### src/rtl/vx_tcu_fedp_seq.sv
// rtl/vx_tcu_fedp_seq.sv - sequences K-step dot-product accumulation through one FEDP pipeline
module vx_tcu_fedp_seq #(
    parameter int N       = 2,
    parameter int LATENCY = 13,
    parameter int KW      = 8,
    parameter int TAGW    = 4,
    parameter int XLEN    = 32
) (
    input  logic              clk,
    input  logic              reset,
    input  logic              req_valid,
    output logic              req_ready,
    input  logic [2:0]        req_fmt_s,
    input  logic [KW-1:0]     req_k,
    input  logic [XLEN-1:0]   req_c,
    input  logic [TAGW-1:0]   req_tag,
    input  logic              opd_valid,
    output logic              opd_ready,
    input  logic [N*XLEN-1:0] opd_a_row,
    input  logic [N*XLEN-1:0] opd_b_col,
    output logic              fedp_enable,
    output logic [2:0]        fedp_fmt_s,
    output logic [N*XLEN-1:0] fedp_a_row,
    output logic [N*XLEN-1:0] fedp_b_col,
    output logic [XLEN-1:0]   fedp_c_val,
    input  logic [XLEN-1:0]   fedp_d_val,
    output logic              rsp_valid,
    input  logic              rsp_ready,
    output logic [XLEN-1:0]   rsp_d,
    output logic [TAGW-1:0]   rsp_tag,
    output logic              busy
);

    // A zero-latency pipeline would leave no cycle in which to wait for the result
    if (LATENCY < 1) begin : g_bad_latency
        $error("vx_tcu_fedp_seq: LATENCY must be >= 1");
    end

    localparam int CW = (LATENCY > 1) ? $clog2(LATENCY) : 1;
    localparam logic [CW-1:0] WAIT_INIT = CW'(LATENCY - 1);

    typedef enum logic [1:0] {
        S_IDLE,
        S_ISSUE,
        S_WAIT,
        S_DONE
    } state_t;

    state_t          state, state_nxt;
    logic [XLEN-1:0] acc, acc_nxt;
    logic [KW-1:0]   rem, rem_nxt;
    logic [CW-1:0]   wait_cnt, wait_nxt;
    logic [TAGW-1:0] tag, tag_nxt;
    logic [2:0]      fmt, fmt_nxt;

    // Operand chunks go straight to the pipeline; C is always the running accumulator
    assign fedp_a_row = opd_a_row;
    assign fedp_b_col = opd_b_col;
    assign fedp_c_val = acc;
    assign fedp_fmt_s = fmt;
    assign rsp_d      = acc;
    assign rsp_tag    = tag;

    // Next-state and handshake decode; the result is sampled only when the countdown expires,
    // so anything else sitting in the pipeline is never captured
    always_comb begin
        state_nxt   = state;
        acc_nxt     = acc;
        rem_nxt     = rem;
        wait_nxt    = wait_cnt;
        tag_nxt     = tag;
        fmt_nxt     = fmt;
        req_ready   = reset && (state == S_IDLE);
        opd_ready   = (state == S_ISSUE);
        fedp_enable = (state == S_ISSUE) || (state == S_WAIT);
        rsp_valid   = (state == S_DONE);
        busy        = (state != S_IDLE);
        case (state)
            S_IDLE: begin
                if (req_valid) begin
                    fmt_nxt   = req_fmt_s;
                    tag_nxt   = req_tag;
                    acc_nxt   = req_c;
                    rem_nxt   = req_k;
                    state_nxt = (req_k == '0) ? S_DONE : S_ISSUE;
                end
            end
            S_ISSUE: begin
                // rem is at least 1 here, so the decrement cannot underflow
                if (opd_valid) begin
                    rem_nxt   = rem - KW'(1);
                    wait_nxt  = WAIT_INIT;
                    state_nxt = S_WAIT;
                end
            end
            S_WAIT: begin
                if (wait_cnt == '0) begin
                    acc_nxt   = fedp_d_val;
                    state_nxt = (rem == '0) ? S_DONE : S_ISSUE;
                end else begin
                    wait_nxt = wait_cnt - CW'(1);
                end
            end
            S_DONE: begin
                if (rsp_ready) begin
                    state_nxt = S_IDLE;
                end
            end
            default: state_nxt = S_IDLE;
        endcase
    end

    // State register; reset aborts any operation in flight
    always_ff @(posedge clk or negedge reset) begin
        if (!reset) begin
            state    <= S_IDLE;
            acc      <= '0;
            rem      <= '0;
            wait_cnt <= '0;
            tag      <= '0;
            fmt      <= '0;
        end else begin
            state    <= state_nxt;
            acc      <= acc_nxt;
            rem      <= rem_nxt;
            wait_cnt <= wait_nxt;
            tag      <= tag_nxt;
            fmt      <= fmt_nxt;
        end
    end

endmodule
### config.mk
export PLATFORM = sky130hd
export DESIGN_NAME = vx_tcu_fedp_seq
export DESIGN_NICKNAME = d
export VERILOG_FILES = /design/src/rtl/vx_tcu_fedp_seq.sv
export SDC_FILE = /design/constraint.sdc
export NUM_CORES = 1
export LEC_CHECK = 0
export CAP_MARGIN = 20
export CORE_AREA = 2 2 163 165
export CTS_BUF_LIST = sky130_fd_sc_hd__clkbuf_16
export DETAILED_ROUTE_END_ITERATION = 16
export DIE_AREA = 0 0 165 167
export GPL_TIMING_DRIVEN = 0
export PLACE_DENSITY_LB_ADDON = 0.25
export RECOVER_POWER = 100
export SLEW_MARGIN = 10
export SYNTH_ARGS = -nofsm -noshare
export SYNTH_HDL_FRONTEND = slang
export SYNTH_SLANG_ARGS = --single-unit
### constraint.sdc
create_clock -name clk -period 5.01 [get_ports clk]
set_clock_uncertainty 0.05 [all_clocks]
set_input_delay 1.002 -clock clk [delete_from_list [all_inputs] [get_ports clk]]
set_output_delay 1.002 -clock clk [all_outputs]
set_load 0.05 [all_outputs]
==> results of run 1 <==
## how the worst max path moves through the flow
stage / startpoint / to / slack, ns
after floorplan: reset / req_ready / 2.54
after global placement: reset / req_ready / -0.70
after detailed placement: reset / req_ready / 1.25
after CTS: reset / req_ready / 1.24
after global routing: reset / req_ready / 1.08
final: reset / req_ready / 1.25
## cells in the mapped netlist (2+ instances only)
cell,n,area share
dfrtp_1,53,0.33
buf_2,8,0.010
nand2_1,9,0.0085
o22ai_1,4,0.0063
nand3_1,4,0.0050
buf_4,160,0.30
a21oi_1,41,0.051
nor2b_1,4,0.0063
inv_1,12,0.011
mux2_2,7,0.020
nor3_1,5,0.0063
and3_1,2,0.0031
mux2i_1,36,0.090
or2_2,2,0.0031
clkbuf_1,5,0.0047
a31oi_1,3,0.0047
nor4_1,3,0.0047
o22a_1,2,0.0044
nand2b_1,3,0.0047
o21ai_0,11,0.014
nor2_1,44,0.041
ha_1,8,0.025
## per-stage QoR
step | cell area (um^2) | utilization
6_report | 7430 | 0.288
5_1_grt | 7430 | 0.288
4_1_cts | 7440 | 0.289
3_5_place_dp | 7280 | 0.283
3_3_place_gp | 7280 | 0.283
2_1_floorplan | 3990 | -
## placed cells by master (no fill, tap or decap), types with 2 or more instances in the layout
cell type,count
a21oi_1,41
a31oi_1,3
and3_1,2
buf_2,2
buf_4,161
clkbuf_1,11
clkbuf_16,5
clkdlybuf4s50_1,80
dfrtp_1,53
dlygate4sd3_1,206
ha_1,8
inv_1,12
mux2_2,7
mux2i_1,36
nand2_1,9
nand2b_1,3
nand3_1,4
nor2_1,44
nor2b_1,4
nor3_1,5
nor4_1,3
o21ai_0,11
o22a_1,2
o22ai_1,4
or2_2,2
## flip-flops by register name (all words and copies together), names as in the netlist
name / count
rsp_tag: 4
state: 2
wait_cnt: 4
fedp_fmt_s: 3
rem: 8
fedp_c_val: 32
## kinds of logic (layout without fill, tap and decap cells)
kind of cell	Yosys count	in the layout	synth area share
mux	44	44	0.113
flops	53	53	0.332
buf+inv	185	479	0.327
fa+ha+maj	8	8	0.0251
simple gates	83	83	0.0966
compound gates	70	70	0.106
## final cells by class
class                           instances  area, um^2
Timing Repair Buffer                  287        2870
Clock buffer                            5         125
Multi-Input combinational cell        205        1360
Clock inverter                          2        35.0
Inverter                               12        45.0
Buffer                                173        1250
Fill cell                            2706       18300
Tap cell                              335         419
Sequential cell                        53        1330
## critical path, cell delays in order
cell	delay, ns
buf_4	0.58
and2_1	0.23
dlygate4sd3_1	0.87
## report_power, final
group | internal (uW) | switching, uW
logic | 1050 | 1980
registers | 643 | 184
clock network | 233 | 171
total | 1930 | 2330
## layer usage
metal  part of all wire  routed length [um]  track usage  vias up
li1                   -                   -            -     1906
met1               0.39                5620        0.114     1774
met2               0.51                7310        0.176      210
met3              0.079                1130       0.0239       12
met4              0.014                 202       0.0261        0
met5                  0                   0            0        -
==> impl_metrics.csv, run 1 <==
group,metric,value,unit
outcome,status,"completed",
synthesis,syn_inst,443,
hold_path,hold_depth,1,
detailed_routing,drc,0,
synthesis,synthArstFlopShare,1.00,
clock_tree,worstSkewPairLatency,0.30,ns
sta,slew_headroom,0.209,
clock_tree,cts.path.max_buffers,2,
sta,worst_slack,1.25,ns
sta,period_minus_slack,3.76,ns
clock_tree,cts_hold_buf,0,
global_routing,track_usage,0.0979,
synthesis,synth_ff_type,"dfrtp_1",
sta,final-max-slew-violation-count,0,
clock_tree,ctsResizeCount,0,
power,ir_drop,0.337,mV
sta,setup_violations,0,
detailed_routing,drt_first_pass_iters,5,
floorplanning,die_h,167,um
detailed_routing,routed_via_density,3.64,
clock_tree,postCtsSetupBuffers,0,
power,p_leak,0.00311,uW
setup_path,cp.arrival,2.71,ns
power,pwr_density_cell,573,nW/um^2
power,p_total,4260,uW
place,portBuffers,287,
final_layout,area_growth,86.1,%
floorplanning,die_x,165,um
synthesis,ys_types,39,
setup_path,endpoint_kind,"primary output",
final_layout,drive_above_1_share,0.248,
global_routing,grt_pass1_wl,20.9,mm
clock_tree,cts_buffers,5,
sta,rsz0062_at_grt,"false",
floorplanning,initial_core_util,0.155,
floorplanning,dieArea,27600,um^2
final_layout,final-instance-count-excl-fill,1072,
sta,max_freq,0.266,GHz
final_layout,finalNetCount,957,
clock_tree,clock_sinks,53,
synthesis,syn_area,3990,um^2
hold_path,worstHoldPathType,"register to register",
synthesis,syn-num-nets,663,
setup_path,reg2reg_to,"wait_cnt[2]",
setup_path,reg2reg_from,"state[0]",
sta,hold_viol_final,0,
synthesis,seq_area_frac_synth,0.332,
sta,hold_ws,0.459,ns
setup_path,critical_path_class,"input port to primary output",
floorplanning,core,25800,um^2
detailed_routing,wl,14.3,mm
setup_path,crit_required,3.96,ns
synthesis,avgSynthCellArea,9.01,um^2
global_routing,grt_pass1_vias,3869,
synthesis,synth-edff-count,0,
place,dp.cells,1065,
floorplanning,num_rows,59,
sta,tns,0,ns
setup_path,reg2reg_depth,8,
floorplanning,io_pins,416,
hold_path,hp-start,"rsp_tag[1]",
place,place_ws,1.25,ns
sta,worst_pin_slew,1.19,ns
synthesis,synth-seq-cells,53,
clock_tree,cts-root-buf,"clkbuf_16",
detailed_routing,via_count,3902,
sta,period_share,0.750,
clock_tree,cts_max_level,2,
final_layout,diodes,0,
clock_tree,clk_pin_slew,0.07,ns
detailed_routing,drtIter0Drc,89,
setup_path,rrSetupSlack,2.09,ns
hold_path,min_to,"rsp_tag[1]",
global_routing,antenna_found_initial,0,
global_routing,grt_max_degree,55,
global_routing,grt_overflow,0,
detailed_routing,wl_per_cell,13.3,um
setup_path,crit_fanout,54,
setup_path,critPathLaunchType,"input port",
run,drv_cap,0,
clock_tree,cts_tree,"built",
detailed_routing,drt.antenna.violating_nets,0,
place,gp_congestion,0.735,
place,dpl.hpwl,11.7,mm
synthesis,yosys_warnings,0,
(Power assumes the default switching activity.)
==> run 2: changes to the inputs <==
CORE_AREA = 2 2 161 163   (was 2 2 163 165)
DIE_AREA = 0 0 163 165   (was 0 0 165 167)
clock period = 3.7 ns   (was 5.01 ns; I/O delays follow)
==> impl_metrics.csv, run 2 (synthesis results as in run 1) <==
group,metric,value,unit
setup_path,startpoint,"state[0]",
clock_tree,cts_max_level,2,
setup_path,crit_required,2.91,ns
power,power_switching,3190,uW
detailed_routing,routed_via_density,3.73,
floorplanning,dieArea,26900,um^2
place,place_ws,0.451,ns
setup_path,critPathLaunchType,"register",
floorplanning,num_rows,58,
detailed_routing,via_count,3984,
sta,final-max-slew-violation-count,0,
final_layout,finalNetCount,957,
hold_path,worstHoldPathType,"register to register",
clock_tree,worstSkewPairLatency,0.30,ns
setup_path,cp.arrival,2.51,ns
power,combPwrFrac,0.709,
sta,worst_pin_slew,1.25,ns
clock_tree,cts-root-buf,"clkbuf_16",
power,ir_drop,0.503,mV
sta,slew_headroom,0.167,
global_routing,grt_overflow,0,
detailed_routing,wl_per_cell,13.5,um
detailed_routing,drt_first_pass_iters,4,
setup_path,cp-endpoint,"req_ready",
floorplanning,io_pins,416,
outcome,status,"completed",
clock_tree,cts_hold_buf,0,
power,internal-power,2610,uW
clock_tree,ctsResizeCount,0,
power,p_leak,0.00313,uW
setup_path,crit_slowest_cell,"dlygate4sd3_1",
global_routing,grt_pass1_wl,21.0,mm
final_layout,final_common_cell,"dlygate4sd3_1",
power,pwr-share-clk,0.096,
final_layout,largest_reg_flops,32,
sta,worst_slack,0.401,ns
final_layout,final_cell_mix,"205 x dlygate4sd3_1, 161 x buf_4, 81 x clkdlybuf4s50_1",
place,gp_congestion,0.745,
sta,rsz0062_at_grt,"false",
clock_tree,postCtsSetupBuffers,0,
global_routing,grt_max_degree,55,
setup_path,critical_path_class,"register to primary output",
sta,hold_viol_final,0,
setup_path,crit_fanout,10,
global_routing,grt_pass1_vias,3930,
run,drv_cap,0,
setup_path,reg2reg_to,"fedp_c_val[17]",
setup_path,reg2reg_from,"state[0]",
setup_path,reg2reg_depth,7,
detailed_routing,drc,0,
power,p_seq_frac,0.195,
clock_tree,cts_tree,"built",
sta,tns,0,ns
place,portBuffers,287,
sta,period_minus_slack,3.30,ns
detailed_routing,wl,14.4,mm
global_routing,track_usage,0.102,
floorplanning,core,25000,um^2
detailed_routing,drt.antenna.violating_nets,0,
clock_tree,clock_sinks,53,
final_layout,diodes,0,
sta,period_share,0.892,
power,p_sw_frac,0.550,
final_layout,area_growth,86.1,%
floorplanning,die_x,163,um
power,pwr_density_cell,781,nW/um^2
place,dpl.hpwl,11.8,mm
detailed_routing,drtIter0Drc,137,
clock_tree,clk_pin_slew,0.07,ns
global_routing,antenna_found_initial,0,
floorplanning,die_h,165,um
clock_tree,cts_buffers,5,
setup_path,endpoint_kind,"primary output",
setup_path,slowest_delay,0.87,ns
setup_path,crit_chain,"inv_1 > ha_1 > clkbuf_1 > and2_1 > dlygate4sd3_1",
clock_tree,cts.path.max_buffers,2,
sta,max_freq,0.303,GHz
sta,setup_violations,0,
floorplanning,initial_core_util,0.159,
final_layout,drive_above_1_share,0.254,
setup_path,rrSetupSlack,0.81,ns
-- run 2: power groups by stage --
stage / clock, uW / sequential [uW] / combinational, uW
2_1_floorplan: 0 / 1810 / 2250
3_3_place_gp: 0 / 1160 / 4340
3_5_place_dp: 0 / 1150 / 4350
4_1_cts: 587 / 1150 / 4360
5_1_grt: 610 / 1190 / 4370
6_report: 554 / 1130 / 4120
-- run 2: layout make-up --
cell class	instances	area (um^2)
fill	2645	17600
timing repair buffer	287	2870
multi-input combinational	205	1360
sequential	53	1330
buffer	173	1260
tap	330	413
clock buffer	5	125
inverter	12	45.0
clock inverter	2	35.0
-- run 2: how the worst min path moves through the flow --
stage               cells past startpoint             to     startpoint  slack, ns
CTS                                     1     rsp_tag[3]     rsp_tag[3]       0.47
finish                                  1     rsp_tag[1]     rsp_tag[1]       0.45
global route                            1     rsp_tag[3]     rsp_tag[3]       0.47
floorplan                               0  fedp_c_val[0]          reset       0.39
detailed placement                      1  fedp_fmt_s[2]  fedp_fmt_s[2]       0.45
global placement                        1     rsp_tag[1]     rsp_tag[1]       0.44
-- run 2: worst max-delay path, delay by kind of cell (launching register included) --
kind          cells  cell delay, ns
fa+ha+maj         1            0.23
simple gates      1            0.19
flops             1            0.41
buf+inv           3            1.38
-- run 2: stage by stage --
step	cells	power, uW	instance area, um^2	util	hold WS, ns
final	1067	5800	7430	0.297	0.454
after detailed placement	1060	5500	7270	0.291	0.445
after global placement	1060	5500	7280	0.291	0.437
after global routing	1067	6170	7430	0.297	0.470
after CTS	1067	6090	7430	0.297	0.466
after floorplan	443	4070	3990	-	0.394
-- run 2: per-layer routing --
metal / GRT usage / routed length, um
met1: 0.119 / 5630
met2: 0.183 / 7430
met3: 0.0266 / 1210
met4: 0.0270 / 146
met5: 0 / 0
==> run 3: changes to the inputs <==
CELL_PAD_IN_SITES_DETAIL_PLACEMENT = 2   (was not set)
CELL_PAD_IN_SITES_GLOBAL_PLACEMENT = 2   (was not set)
CORE_AREA = not set   (was 2 2 161 163)
CORE_UTILIZATION = 14   (was not set)
DIE_AREA = not set   (was 0 0 163 165)
==> impl_metrics.csv, run 3 (synthesis results as in run 1) <==
group,metric,value,unit
outcome,status,"completed",
clock_tree,ctsResizeCount,0,
setup_path,reg2reg_from,"state[0]",
final_layout,diodes,0,
sta,setup_violations,0,
clock_tree,clock_sinks,53,
hold_path,worstHoldPathType,"register to register",
final_layout,drive_above_1_share,0.250,
clock_tree,cts_buffers,5,
detailed_routing,wl_per_cell,14.2,um
final_layout,final_common_cell,"dlygate4sd3_1",
clock_tree,cts_max_level,2,
place,gp_congestion,0.715,
setup_path,endpoint_kind,"primary output",
floorplanning,io_pins,416,
sta,rsz0062_at_grt,"false",
global_routing,antenna_found_initial,0,
detailed_routing,drt_first_pass_iters,4,
setup_path,reg2reg_depth,8,
sta,hold_viol_final,0,
sta,slew_headroom,0.374,
detailed_routing,drtIter0Drc,34,
global_routing,track_usage,0.101,
power,pwr_density_cell,767,nW/um^2
global_routing,grt_pass1_wl,22.6,mm
global_routing,grt_pass1_vias,4294,
place,portBuffers,287,
clock_tree,cts_hold_buf,0,
sta,max_freq,0.297,GHz
setup_path,critPathLaunchType,"register",
clock_tree,cts-root-buf,"clkbuf_16",
clock_tree,postCtsSetupBuffers,0,
floorplanning,initial_core_util,0.143,
clock_tree,cts_tree,"built",
power,ir_drop,0.471,mV
detailed_routing,drt.antenna.violating_nets,0,
sta,final-max-slew-violation-count,0,
setup_path,cp.arrival,2.57,ns
detailed_routing,via_count,4087,
final_layout,n_fill_cell,3217,
hold_path,hp-start,"rsp_tag[3]",
setup_path,critical_path_class,"register to primary output",
floorplanning,num_rows,61,
clock_tree,cts.path.max_buffers,2,
clock_tree,worstSkewPairLatency,0.29,ns
floorplanning,die_h,171,um
place,dpl.hpwl,13.2,mm
final_layout,largest_reg_flops,32,
sta,period_minus_slack,3.36,ns
hold_path,min_to,"rsp_tag[3]",
sta,worst_pin_slew,0.940,ns
setup_path,crit_required,2.91,ns
floorplanning,dieArea,29200,um^2
setup_path,rrSetupSlack,0.80,ns
hold_path,hold_depth,1,
global_routing,grt_overflow,0,
detailed_routing,wl,15.8,mm
final_layout,finalNetCount,957,
floorplanning,core,27900,um^2
sta,worst_slack,0.335,ns
power,p_total,5720,uW
clock_tree,clk_pin_slew,0.07,ns
place,place_ws,0.434,ns
global_routing,grt_max_degree,55,
final_layout,final_cell_mix,"205 x dlygate4sd3_1, 161 x buf_4, 81 x clkdlybuf4s50_1",
detailed_routing,routed_via_density,3.67,
sta,period_share,0.909,
run,drv_cap,0,
floorplanning,die_x,171,um
setup_path,crit_fanout,10,
final_layout,area_growth,86.8,%
setup_path,reg2reg_to,"wait_cnt[2]",
detailed_routing,drc,0,
power,p_leak,0.00311,uW
-- run 3: per-stage QoR --
stage / util / setup TNS [ns] / std cells / area (um^2) / hold WS (ns)
4_1_cts: 0.267 / 0 / 1114 / 7460 / 0.463
3_3_place_gp: 0.263 / -15.11 / 1108 / 7340 / 0.439
3_5_place_dp: 0.263 / 0 / 1108 / 7330 / 0.446
2_1_floorplan: - / 0 / 443 / 3990 / 0.394
6_report: 0.267 / 0 / 1114 / 7450 / 0.453
5_1_grt: 0.267 / 0 / 1114 / 7450 / 0.468
-- run 3: metal layers --
| layer | GRT usage | vias up | routed length [um] |
|---|---|---|---|
| met5 | 0 | - | 0 |
| met4 | 0.0245 | 0 | 144 |
| met3 | 0.0275 | 5 | 1300 |
| met2 | 0.192 | 206 | 8660 |
| met1 | 0.110 | 1971 | 5740 |
| li1 | - | 1905 | - |
-- run 3: final cells by class --
| cell class | count | area (um^2) | share of cell area |
|---|---|---|---|
| clock inverter | 1 | 5.00 | 0.000671 |
| sequential | 53 | 1330 | 0.178 |
| timing repair buffer | 287 | 2870 | 0.385 |
| buffer | 173 | 1250 | 0.168 |
| clock buffer | 5 | 125 | 0.0168 |
| inverter | 12 | 45.0 | 0.00604 |
| tap | 378 | 473 | 0.0634 |
| multi-input combinational | 205 | 1360 | 0.182 |
-- run 3: worst max-delay path by stage --
stage,startpoint,endpoint,slack (ns),cells after the start
floorplan,state[0],req_ready,1.50,4
global placement,reset,req_ready,-1.55,3
detailed placement,reset,req_ready,0.43,3
CTS,state[0],req_ready,0.36,5
global route,req_valid,fedp_c_val[16],0.14,6
finish,state[0],req_ready,0.34,5
-- run 3: critical path, stage by stage (launching register included) --
cell and delay, ns:
dfrtp_1 0.41, inv_1 0.14, ha_1 0.25, clkbuf_1 0.40, and2_1 0.20, dlygate4sd3_1 0.88
-- run 3: where the power goes --
part	switching, uW	internal (uW)	leakage [uW]
registers	262	871	0.000592
logic	2700	1430	0.00245
clock network	215	243	0.0000655
==> RTL change: new RTL, flow settings as in run 1 <==
The 4 states of `state_t` get a Gray code encoding in 2 bits.
--- a/src/rtl/vx_tcu_fedp_seq.sv
+++ b/src/rtl/vx_tcu_fedp_seq.sv
@@ -40,10 +40,10 @@
     localparam logic [CW-1:0] WAIT_INIT = CW'(LATENCY - 1);
 
     typedef enum logic [1:0] {
-        S_IDLE,
-        S_ISSUE,
-        S_WAIT,
-        S_DONE
+        S_IDLE  = 2'b00,
+        S_ISSUE = 2'b01,
+        S_WAIT  = 2'b11,
+        S_DONE  = 2'b10
     } state_t;
 
     state_t          state, state_nxt;
Check against the original RTL: no difference found for any inputs over 10 cycles, from zero or initial values and one cycle with reset low; not proved beyond that.
==> RTL change against run 1 <==
Power shrank 20%; sequential cell count stayed put; synthesized cell count is 3.8% lower; sequential share of layout area up 0.33 points; highest routed layer is now met5; die area unchanged; non-clock buffer count rose by 4; core utilization fell by 0.52 points; synthesized area is 0.97% lower; via count fell by 3.2%; worst setup slack worse by 0.083 ns; final area fell by 1.8%; critical endpoint unchanged; wire length down 5.9%.
==> RTL change: results (changes against run 1) <==
GRT Total Usage -> 0.0920 (-0.00591)
RR Startpoint -> state[1]$_DFFE_PN0P_
Synth warnings -> 0 (unchanged)
Worst R2R Setup Slack -> 2.14 ns (+0.05 ns)
RD Place Congestion -> 0.708 (-3.7%)
status -> completed
Largest stage delay, worst path -> 0.90 ns (+0.03 ns)
FILL cells -> 2,742 (+1.3%)
VDD IR-drop max -> 0.260 mV (-23%)
CTS buffer count -> 5 (unchanged)
postcts setup bufs -> 0 (unchanged)
Worst-Margin Slew -> 1.33 ns (+0.147 ns)
slowest CP cell -> dlygate4sd3_1
H-Tree Level Count -> 2 (unchanged)
Pre-Repair DR Iteration Count -> 4 (-1)
Final Non-Filler Cells -> 1,057 (-1.4%)
post-synthesis async set-or-reset flop share -> 1.00 (unchanged)
vias in the first global route -> 3,775 (-2.4%)
distinct cell type count after synthesis -> 40 (+2.6%)
sequential area share after synthesis -> 0.336 (+0.00326)
Final HPWL DP -> 11,200 um (-4.5%)
Post-Place Setup Slack -> 1.12 ns (-0.123 ns)
hold depth -> 2 (+1)
commonest cells in the netlist -> buf_4 (161), dfrtp_1 (53), nand2_1 (41), mux2i_1 (33), o21ai_1 (19)
CP Data Arrival Time -> 2.79 ns (+0.08 ns)
number of cells on the worst reg-to-reg path -> 6 (-2)
hold path startpoint -> fedp_c_val[31]$_DFFE_PN0P_
nets -> 934 (-2.4%)
root buffer cell -> clkbuf_16
initial antenna violation count -> 2 (+2)
share of post-route cells with drive strength above 1 -> 0.268 (+0.0194)
final hold slack -> 0.453 ns (-0.00523 ns)
Placed Cells -> 1,048 (-1.6%)
Hold Violations, Final -> 0 (unchanged)
global-route wire length before repair -> 20,100 um (-3.7%)
Starting DRT DRC Count -> 87 (-2.2%)
hold-critical path endpoint -> fedp_c_val[31]$_DFFE_PN0P_
Synth area leaders -> dfrtp_1 (34%), buf_4 (31%), mux2i_1 (8.4%), nand2_1 (3.9%), o21ai_2 (2.7%)
post-synth net total -> 640 (-3.5%)
vias per inst -> 3.58 (-1.8%)
Lkg Pwr -> 3.31 nW (+6.4%)
Post-Syn Instances -> 426 (-3.8%)
post-CTS sizing -> 0 (unchanged)
drt total wl -> 13,400 um (-5.9%)
worst flop-to-flop path endpoint -> fedp_c_val[24]$_DFFE_PN0P_
## RTL change: cell types whose count changed in the layout (fill, tap and decap cells not counted), sizes merged, moves of 4 or more
cell          run 1  this run
o21ai            11        47
buf             163       170
ha                8         2
a21oi            41        13
nor2             44         8
nand3             4         0
nand2             9        42
## RTL change: report_power, final
group	leakage, nW	total, W	switching [W]	internal [W]
sequential	0.656	0.000742	0.000146	0.000596
combinational	2.59	0.00230	0.00147	0.000826
clock	0.0672	0.000358	0.000173	0.000184
## RTL change: cell type report
| type | count | area share |
|---|---|---|
| Antenna cell | 1 | 0.000343 |
| Buffer | 177 | 0.179 |
| Timing Repair Buffer | 287 | 0.393 |
| Tap cell | 335 | 0.0575 |
| Clock buffer | 5 | 0.0172 |
| Sequential cell | 53 | 0.182 |
| Inverter | 8 | 0.00412 |
| Multi-Input combinational cell | 188 | 0.164 |
| Clock inverter | 3 | 0.00257 |
## RTL change: critical path, delay by kind of cell
family | cells | cell delay, ns
buf+inv | 3 | 1.56
simple gates | 1 | 0.20
## RTL change: stage by stage
| stage | utilization | instance area, um2 |
|---|---|---|
| 4_1_cts | 0.287 | 7390 |
| 2_1_floorplan | - | 3950 |
| 5_1_grt | 0.283 | 7290 |
| 3_5_place_dp | 0.281 | 7240 |
| 3_3_place_gp | 0.281 | 7240 |
| 6_report | 0.283 | 7290 |
## RTL change: logic make-up (layout without fill, tap and decap cells)
group,after synthesis,in the layout,share of synthesized area
compound gates,75,75,0.121
fa+ha+maj,2,2,0.00633
buf+inv,185,480,0.344
flops,53,53,0.336
mux,40,40,0.104
other cells,0,1,0
simple gates,71,71,0.0896
## RTL change: worst max path at each step
stage                               startpoint                    endpoint  slack (ns)  cells past startpoint
after global placement                   reset                   req_ready       -0.78                      4
after floorplan           state[1]$_DFFE_PN0P_                   req_ready        2.16                      4
final                                    reset                   req_ready        1.17                      4
after detailed placement                 reset                   req_ready        1.12                      4
after global routing                 req_valid  fedp_c_val[22]$_DFFE_PN0P_        0.92                      6
after CTS                                reset                   req_ready        1.12                      4
## RTL change: metal layers
layer,track usage,vias up,part of all wire
li1,-,1843,-
met1,0.100,1701,0.37
met2,0.168,226,0.51
met3,0.0326,7,0.11
met4,0.0227,2,0.0086
met5,0,-,0.00097
